## src/rtl/mul_bf16_arb.sv

```systemverilog
// mul_bf16_arb: shares one external pipelined bf16 multiplier among NREQ
// requesters. Operands are granted round-robin, sent to the multiplier with a
// strobe, and the result is routed back to its requester through a tag pipe
// that tracks the multiplier latency. A drain handshake empties the pipe.
// Optional feature: define MUL_ARB_FIXED_PRIO_EN to replace round-robin with
// fixed priority (lowest valid index wins).
module mul_bf16_arb #(
  parameter int NREQ    = 4,
  parameter int MUL_LAT = 3
) (
  input  logic                 clk,
  input  logic                 rst,
  input  logic [NREQ-1:0]      req_valid,
  input  logic [16*NREQ-1:0]   req_a,
  input  logic [16*NREQ-1:0]   req_b,
  output logic [NREQ-1:0]      req_ready,
  output logic [31:0]          mul_in,
  output logic                 mul_in_stb,
  input  logic [15:0]          mul_z,
  input  logic                 mul_z_stb,
  output logic [NREQ-1:0]      rsp_valid,
  output logic [15:0]          rsp_z,
  input  logic                 drain_req,
  output logic                 drain_done,
  output logic                 busy,
  output logic                 tag_err
);

  localparam int IW = (NREQ > 1) ? $clog2(NREQ) : 1;
  // Worst case holds MUL_LAT+2 operations: one per cycle from transfer to rsp_valid.
  localparam int CW = $clog2(MUL_LAT + 3);

  typedef enum logic [1:0] {RUN, DRAIN, DONE} state_t;

  state_t          state;
  state_t          state_nxt;
  logic [IW-1:0]   start_idx;
  logic [IW-1:0]   grant_idx;
  logic [IW:0]     cand;
  logic            transfer;
  logic            issue_ok;
  logic [15:0]     sel_a;
  logic [15:0]     sel_b;
  logic [IW-1:0]   in_idx;
  logic            tag_v   [MUL_LAT];
  logic [IW-1:0]   tag_idx [MUL_LAT];
  logic [CW-1:0]   count;

  // Grants are only offered while running, not draining, and not in reset.
  assign issue_ok = (state == RUN) && !drain_req && !rst;
  assign busy     = (count != '0);

`ifdef MUL_ARB_FIXED_PRIO_EN
  assign start_idx = '0;
`else
  logic [IW-1:0] ptr;

  assign start_idx = ptr;

  // Round-robin pointer moves just past the requester that last transferred.
  always_ff @(posedge clk) begin
    if (rst) begin
      ptr <= '0;
    end else if (transfer) begin
      ptr <= (grant_idx == IW'(NREQ - 1)) ? '0 : grant_idx + 1'b1;
    end
  end
`endif

  // Search valid requesters starting at start_idx and grant the first one found.
  always_comb begin
    req_ready = '0;
    grant_idx = '0;
    transfer  = 1'b0;
    cand      = '0;
    for (int k = 0; k < NREQ; k++) begin
      cand = {1'b0, start_idx} + (IW+1)'(k);
      if (cand >= (IW+1)'(NREQ)) begin
        cand = cand - (IW+1)'(NREQ);
      end
      if (issue_ok && !transfer && req_valid[cand[IW-1:0]]) begin
        transfer                  = 1'b1;
        grant_idx                 = cand[IW-1:0];
        req_ready[cand[IW-1:0]]   = 1'b1;
      end
    end
  end

  // Pick the granted requester's operand pair out of the packed buses.
  always_comb begin
    sel_a = '0;
    sel_b = '0;
    for (int i = 0; i < NREQ; i++) begin
      if (grant_idx == IW'(i)) begin
        sel_a = req_a[16*i +: 16];
        sel_b = req_b[16*i +: 16];
      end
    end
  end

  // Control state register.
  always_ff @(posedge clk) begin
    if (rst) begin
      state <= RUN;
    end else begin
      state <= state_nxt;
    end
  end

  // Drain sequencing: stop issuing, wait for the pipe to empty, then release.
  always_comb begin
    state_nxt  = state;
    drain_done = 1'b0;
    case (state)
      RUN: begin
        if (drain_req) state_nxt = DRAIN;
      end
      DRAIN: begin
        if (count == '0) state_nxt = DONE;
      end
      DONE: begin
        drain_done = 1'b1;
        if (!drain_req) state_nxt = RUN;
      end
      default: state_nxt = RUN;
    endcase
  end

  // Register granted operands toward the multiplier with a one-cycle strobe.
  always_ff @(posedge clk) begin
    if (rst) begin
      mul_in     <= '0;
      mul_in_stb <= 1'b0;
      in_idx     <= '0;
    end else begin
      mul_in_stb <= transfer;
      if (transfer) begin
        mul_in <= {sel_a, sel_b};
        in_idx <= grant_idx;
      end
    end
  end

  // Tag pipe follows each strobe so its tail lines up with the multiplier result.
  always_ff @(posedge clk) begin
    if (rst) begin
      for (int i = 0; i < MUL_LAT; i++) begin
        tag_v[i]   <= 1'b0;
        tag_idx[i] <= '0;
      end
    end else begin
      tag_v[0]   <= mul_in_stb;
      tag_idx[0] <= in_idx;
      for (int i = 1; i < MUL_LAT; i++) begin
        tag_v[i]   <= tag_v[i-1];
        tag_idx[i] <= tag_idx[i-1];
      end
    end
  end

  // Route a tagged result to its requester; an untagged result latches tag_err.
  always_ff @(posedge clk) begin
    if (rst) begin
      rsp_valid <= '0;
      rsp_z     <= '0;
      tag_err   <= 1'b0;
    end else begin
      rsp_valid <= '0;
      if (mul_z_stb) begin
        if (tag_v[MUL_LAT-1]) begin
          rsp_valid <= NREQ'(1) << tag_idx[MUL_LAT-1];
          rsp_z     <= mul_z;
        end else begin
          tag_err <= 1'b1;
        end
      end
    end
  end

  // In-flight count spans from transfer until the response strobe.
  always_ff @(posedge clk) begin
    if (rst) begin
      count <= '0;
    end else if (transfer && !(|rsp_valid)) begin
      count <= count + 1'b1;
    end else if (!transfer && (|rsp_valid)) begin
      count <= count - 1'b1;
    end
  end

endmodule

```

## config.mk

```make
export PLATFORM = sky130hd
export DESIGN_NAME = mul_bf16_arb
export DESIGN_NICKNAME = d
export VERILOG_FILES = /design/src/rtl/mul_bf16_arb.sv
export SDC_FILE = /design/constraint.sdc
export NUM_CORES = 1
export LEC_CHECK = 0
export ABC_CLOCK_PERIOD_IN_PS = 3800
export BUFFER_PORTS_ARGS = -buffer_cell sky130_fd_sc_hd__buf_2
export CAP_MARGIN = 40
export CORE_MARGIN = 3
export CORE_UTILIZATION = 42
export DETAILED_ROUTE_END_ITERATION = 10
export PLACE_DENSITY = 0.76
export SLEW_MARGIN = 20
export SYNTH_ARGS = -nofsm -noshare
export SYNTH_HDL_FRONTEND = slang
export SYNTH_SLANG_ARGS = --single-unit
```

## constraint.sdc

```tcl
create_clock -name clk -period 3.8 [get_ports clk]
set_input_delay 0.57 -clock clk [delete_from_list [all_inputs] [get_ports clk]]
set_output_delay 0.57 -clock clk [all_outputs]
set_load 0.005 [all_outputs]
```

-- Yosys cells after proc, flatten, opt, wreduce, memory -nomap -nowiden
Memory sizes are Yosys's and may differ from the RTL's.
Index checks and enable logic that the tools add are counted.
- order comparisons: 12
- bitwise logic cells: 11
- eq/ne operators: 8
- shift-type cells: 1
- muxes and demuxes: 57
- add/sub/neg operators: 10
- reductions and logical operators: 32
- operators by type and width (operator ; count):
    two-way mux 16 bit ; 8
    two-way mux 2 bit ; 15
    two-way mux 1 bit ; 19
    two-way mux 4 bit ; 4
    logical AND 1 bit ; 15
    less-than comparator 2 x 3 -> 1 bit (second input constant) ; 4
    bitwise OR 4 bit ; 3
    greater-or-equal comparator 3 bit (second input constant) ; 3
    binary-select mux 1 bit (select 2 bit) ; 4
    demux 1 bit (select 2 bit) ; 4
    greater-or-equal comparator 2 x 1 -> 1 bit (second input constant) ; 4
    subtractor 2 x 1 -> 2 bit (second input constant) ; 4
    zero test 1 bit ; 7
    adder 2 x 2 -> 3 bit (second input constant) ; 2
    equality test 2 bit (second input constant) ; 3
    two-way mux 3 bit ; 2
    inequality test 2 bit (second input constant) ; 3
    bitwise OR 1 bit ; 6
    one-hot mux 2 bit (3 select lines) ; 1
    equality test 2 x 1 -> 1 bit (second input constant) ; 2
    zero test 2 bit ; 2
    AND reduction 2 bit ; 2
    OR reduction 4 bit ; 1
    left shift 1 x 2 -> 4 bit (first input constant) ; 1
    other kinds (11) ; 12
- bits in writable memories: 9
- bits in registers: 63
- output and inout bits: 60
- input bits: 152
- memories: 2
- memories (name ; depth ; width ; read ports ; clocked after memory_dff ; write ports ; RTL line ; RTL):
    tag_idx ; 3 ; 2 ; 3 ; 0 ; 3 ; 46 ; logic [IW-1:0] tag_idx [MUL_LAT];
    tag_v ; 3 ; 1 ; 3 ; 0 ; 3 ; 45 ; logic tag_v [MUL_LAT];

-- Logic depth before layout (Yosys ltp)
- depth after elaboration: 23
- depth in mapped cells: 14
- gate-level depth less buffers: 11

-- Least setup slack after synthesis
No wires, ideal clock.
- kind: register to register
- start point: register ptr[0]
- end point: register mul_in[15]
- stages on the path, launching flop included: 15
- slack: 0.259 ns
- clock period less this slack: 3.541 ns
- arrival: 3.450 ns
- cells stage by stage: dfxtp_1 -> buf_2 -> inv_1 -> ha_1 -> buf_6 -> or3b_1 -> a2111o_1 -> a211oi_2 -> a21o_1 -> ha_1 -> clkbuf_1 -> clkbuf_1 -> a221oi_1 -> a211o_1 -> a311oi_1
- cells in the longest elaborated chain, start to end: 23
- RTL lines (what ; RTL line ; RTL):
    start, declared ; 56 ; logic [IW-1:0] ptr;
    start signal, assigned ; 65 ; ptr <= (grant_idx == IW'(NREQ - 1)) ? '0 : grant_idx + 1'b1;
    greater-or-equal comparator 2 x 3 -> 1 bit / subtractor 2 x 1 -> 2 bit (equally long branches) ; 78, 79 ;
    two-way mux 2 bit ; 78 ; if (cand >= (IW+1)'(NREQ)) begin
    binary-select mux 1 bit (select 2 bit) ; 81 ; if (issue_ok && !transfer && req_valid[cand[IW-1:0]]) begin
    two-way mux 1 bit (not written as such) ; 81 ;
    logical AND 1 bit ; 81 ;
    two-way mux 1 bit ; 81 ;
    zero test 1 bit ; 81 ;
    logical AND 1 bit (2 in a row) ; 81 ;
    (+4 left out) ; - ;
    two-way mux 1 bit ; 81 ;
    zero test 1 bit ; 81 ;
    logical AND 1 bit (2 in a row) ; 81 ;
    two-way mux 2 bit * ; 81 ;
    net grant_idx[1] ; 38 ; logic [IW-1:0] grant_idx;
    zero test 2 bit ; 94 ; if (grant_idx == IW'(i)) begin
    two-way mux 16 bit (3 in a row) ; 94 ;
    two-way mux 16 bit * ; 94 ;
    end signal, assigned ; 138 ; mul_in <= {sel_a, sel_b};
    end, declared ; 17 ; output logic [31:0] mul_in,
Mark *: on every way through the listed nets, which the timed path passes. The rest lies on a longest branch. The select of a mux whose other input is x is not followed.
A chain may end at the register's enable or synchronous reset.

-- Worst setup path in the final report
- start point: register ptr[1]
- end point: register mul_in[15]
- cells in the longest elaborated chain, start to end: 23
- RTL lines (what ; RTL line):
    greater-or-equal comparator 2 x 3 -> 1 bit / subtractor 2 x 1 -> 2 bit (equally long branches) ; 78, 79
    two-way mux 2 bit ; 78
    binary-select mux 1 bit (select 2 bit) ; 81
    two-way mux 1 bit (not written as such) ; 81
    logical AND 1 bit ; 81
    two-way mux 1 bit ; 81
    zero test 1 bit ; 81
    logical AND 1 bit (2 in a row) ; 81
    two-way mux 1 bit ; 81
    zero test 1 bit ; 81
    logical AND 1 bit (2 in a row) ; 81
    two-way mux 1 bit ; 81
    zero test 1 bit ; 81
    logical AND 1 bit (2 in a row) ; 81
    two-way mux 2 bit ; 81
    zero test 2 bit ; 94
    two-way mux 16 bit (4 in a row) ; 94
Several ways; a longest one is shown, not always the timed one. The select of a mux whose other input is x is not followed.

==> impl_metrics.py <==
metrics = {
    "timing": {
        "relSlewSlack_pct": 53.0,
        "setup_violations": 0,
        "period_share_pct": 93.9,
        "final.setup.tns_ns": 0,
        "tightest_slew_ns": 0.705,
        "hold_viol": 0,
        "fin_crit_ns": 3.57,
        "drv_slew": 0,
        "max_freq_ghz": 0.280,
        "finalClockSkew_ns": 0.0109,
        "rsz0062_at_grt": "no",
    },
    "finish": {
        "num-fill-cells": 852,
        "ff_latch_area_um2": 1440,
        "multiInputGateArea_um2": 2450,
        "fin_util_pct": 57.7,
        "drive_gt1_share_pct": 37.7,
        "insertedDiodeCount": 0,
        "finalInstanceArea_um2": 5430,
        "final_nets": 842,
        "syn_to_final_growth_pct": 30.9,
    },
    "hold_path": {
        "min_from": "tag_idx[0][2]",
        "hold_class": "flop to flop",
        "hold_end": "tag_idx[0][4]",
        "hold_depth": 1,
    },
    "placement": {
        "routabilityCongestion": 0.867,
        "dp_hpwl_um": 9680,
        "io_buffers": 211,
        "place_area_um2": 5240,
    },
    "global_route": {
        "gr-total-overflow": 0,
        "grt_pass1_wl_um": 20600,
        "grt_pass1_vias": 4229,
        "grt_max_degree": 67,
        "antenna_found_initial": 0,
        "grt_usage_pct": 22.5,
    },
    "synth": {
        "yosysMostFrequentCell": "dfxtp_1",
        "synth-main-ff-cell": "dfxtp_1",
        "synth_area_leader_cell": "dfxtp_1",
        "synth_area_um2": 4150,
        "synth_edf_count": 0,
        "synthCells": 498,
        "synth_seq_cells": 72,
        "synth_common_cells": "dfxtp_1, nand2_1, nor2b_1, nor2_1, a221oi_1",
        "synth-async-reset-ratio_pct": 0,
        "yosys_warnings": 0,
        "ys_seq_area_share_pct": 34.7,
        "synth_cell_types": 47,
        "synth_top_area_share_pct": 34.7,
        "syn_avg_cell_area_um2": 8.33,
        "synth_nets": 660,
        "synthTopCellsByArea": "dfxtp_1, nor2b_1, a221oi_1",
    },
    "die": {
        "row_count": 35,
        "die_w_um": 105,
        "die_h_um": 105,
        "die_area_um2": 11100,
        "io_pins": 212,
        "core_area_um2": 9420,
        "initial_core_util_pct": 44.1,
    },
    "setup_path": {
        "path_class": "flop to flop",
        "crit_fanout": 7,
        "worstRegToRegCells": 11,
        "start_kind": "flop",
        "critPathArrivalTime_ns": 3.80,
        "r2r_slack_ns": 0.23,
        "reg2reg_from": "ptr[1]",
        "critPathRequiredTime_ns": 4.04,
        "endpoint_kind": "flop",
        "worst_r2r_endpoint": "mul_in[15]",
    },
    "power": {
        "seqPwrFrac_pct": 44.0,
        "power_density_nw_per_um2": 347,
        "ir_worst_vdd_mv": 0.198,
        "comb_power_share_pct": 25.6,
        "p_sw_share_pct": 31.5,
        "pwr-share-clk_pct": 30.4,
        "p_sw_uw": 594,
        "total_power_mw": 1.89,
        "power.internal_mw": 1.29,
        "p_leak_nw": 2.38,
    },
    "route": {
        "wl_per_cell_um": 15.9,
        "drc": 0,
        "postRouteAntennaNets": 0,
        "vias_per_cell": 5.43,
        "wl_um": 13000,
        "drtPass1Iterations": 5,
        "drt_iter0_markers": 220,
        "vias": 4424,
    },
    "cts": {
        "cts_root_buf": "clkbuf_8",
        "clk_pin_slew_ns": 0.09,
        "tritoncts": "built",
        "cts-resized-gates": 0,
        "cts_inserted_buffers": 9,
        "cts_setup_buffers": 0,
        "clk_latency_ns": 0.34,
        "htree_levels": 3,
        "clock-sinks": 72,
        "cts.path.max_buffers": 2,
        "cts_hold_buf": 0,
    },
    "run_status": {
        "status": "finished, final reports clean",
    },
    "flow_run": {
        "max-cap-violations": 0,
    },
}
layer usage:
layer  track usage, %  up-vias  wire length, um
met5                0        -                0
met4             7.87        0              287
met3             4.41       24              832
met2             39.7      171             6620
met1             27.0     2071             5230
li1                 -     2158                -
stage by stage:
stage,std cells,setup WS (ns),hold slack [ns]
after CTS,814,0.224,0.432
after detailed placement,798,0.296,0.420
final,814,0.231,0.439
after global routing,814,0.00794,0.428
after floorplan,498,0.259,0.414
after global placement,798,0.487,0.419
cells in the final DEF, fill, tap and decap left out, drive strengths merged, types with 3 or more instances in the layout:
cell / netlist / routed
buf: 20 / 220
dfxtp: 72 / 72
nand2: 71 / 71
nor2b: 67 / 67
nor2: 43 / 43
a221oi: 33 / 33
a211oi: 28 / 28
o31a: 27 / 27
a21oi: 24 / 24
inv: 12 / 16
clkbuf: 29 / 9
ha: 9 / 9
a211o: 6 / 6
nor3: 5 / 5
nand3b: 5 / 5
a311oi: 5 / 5
o21ai: 5 / 5
a221o: 4 / 4
nor4: 4 / 4
mux4: 3 / 3
mux2i: 3 / 3
clkinvlp: 0 / 3
power groups by stage:
stage | registers, mW | logic [mW] | clock network, mW
2_1_floorplan | 0.847 | 0.306 | 0
6_report | 0.830 | 0.484 | 0.573
4_1_cts | 0.830 | 0.486 | 0.595
5_1_grt | 0.837 | 0.539 | 0.628
3_5_place_dp | 0.848 | 0.484 | 0
3_3_place_gp | 0.846 | 0.468 | 0
logic make-up (layout without fill, tap and decap cells):
| family | after synthesis | count (layout) | synth area share, % |
|---|---|---|---|
| adders and majority gates | 10 | 10 | 3.20 |
| buffers and inverters | 61 | 248 | 6.45 |
| muxes | 6 | 6 | 2.35 |
| DFF | 72 | 72 | 34.7 |
| AOI/OAI and AO/OA | 140 | 140 | 27.5 |
| xor gates and xnor gates | 2 | 2 | 0.422 |
| and+or+nand+nor | 207 | 207 | 25.3 |
area by class of cell:
class | instances | area share [%]
Clock buffer | 9 | 2.28
Clock inverter | 7 | 1.15
Inverter | 12 | 0.829
Multi-Input combinational cell | 365 | 45.1
Sequential cell | 72 | 26.5
Tap cell | 129 | 2.97
Timing Repair Buffer | 220 | 21.2
flip-flops by register name (all words and copies together), names as in the netlist, 3 cells and up:
register	cells
tag_v	3
mul_in	32
rsp_z	16
rsp_valid	4
count	3
tag_idx	6
critical path, stage by stage, from the launching register on:
cell      delay (ns)
dfxtp_1         0.48
inv_1           0.12
ha_1            0.31
or3b_1          0.38
a2111o_1        0.42
a211oi_2        0.34
a21oi_1         0.12
ha_2            0.24
nor2b_1         0.36
a221oi_1        0.14
a211o_1         0.29
a311oi_1        0.27
how the worst max path moves through the flow:
stage                      end  slack, ns   start  cells past startpoint
global placement    mul_in[25]       0.49  ptr[1]                     11
floorplan           mul_in[15]       0.26  ptr[0]                     14
detailed placement  mul_in[15]       0.30  ptr[1]                     11
CTS                 mul_in[15]       0.22  ptr[1]                     11
global route        mul_in[15]      0.008  ptr[1]                     11
finish              mul_in[15]       0.23  ptr[1]                     11
Power figures use the tool's default switching activity.
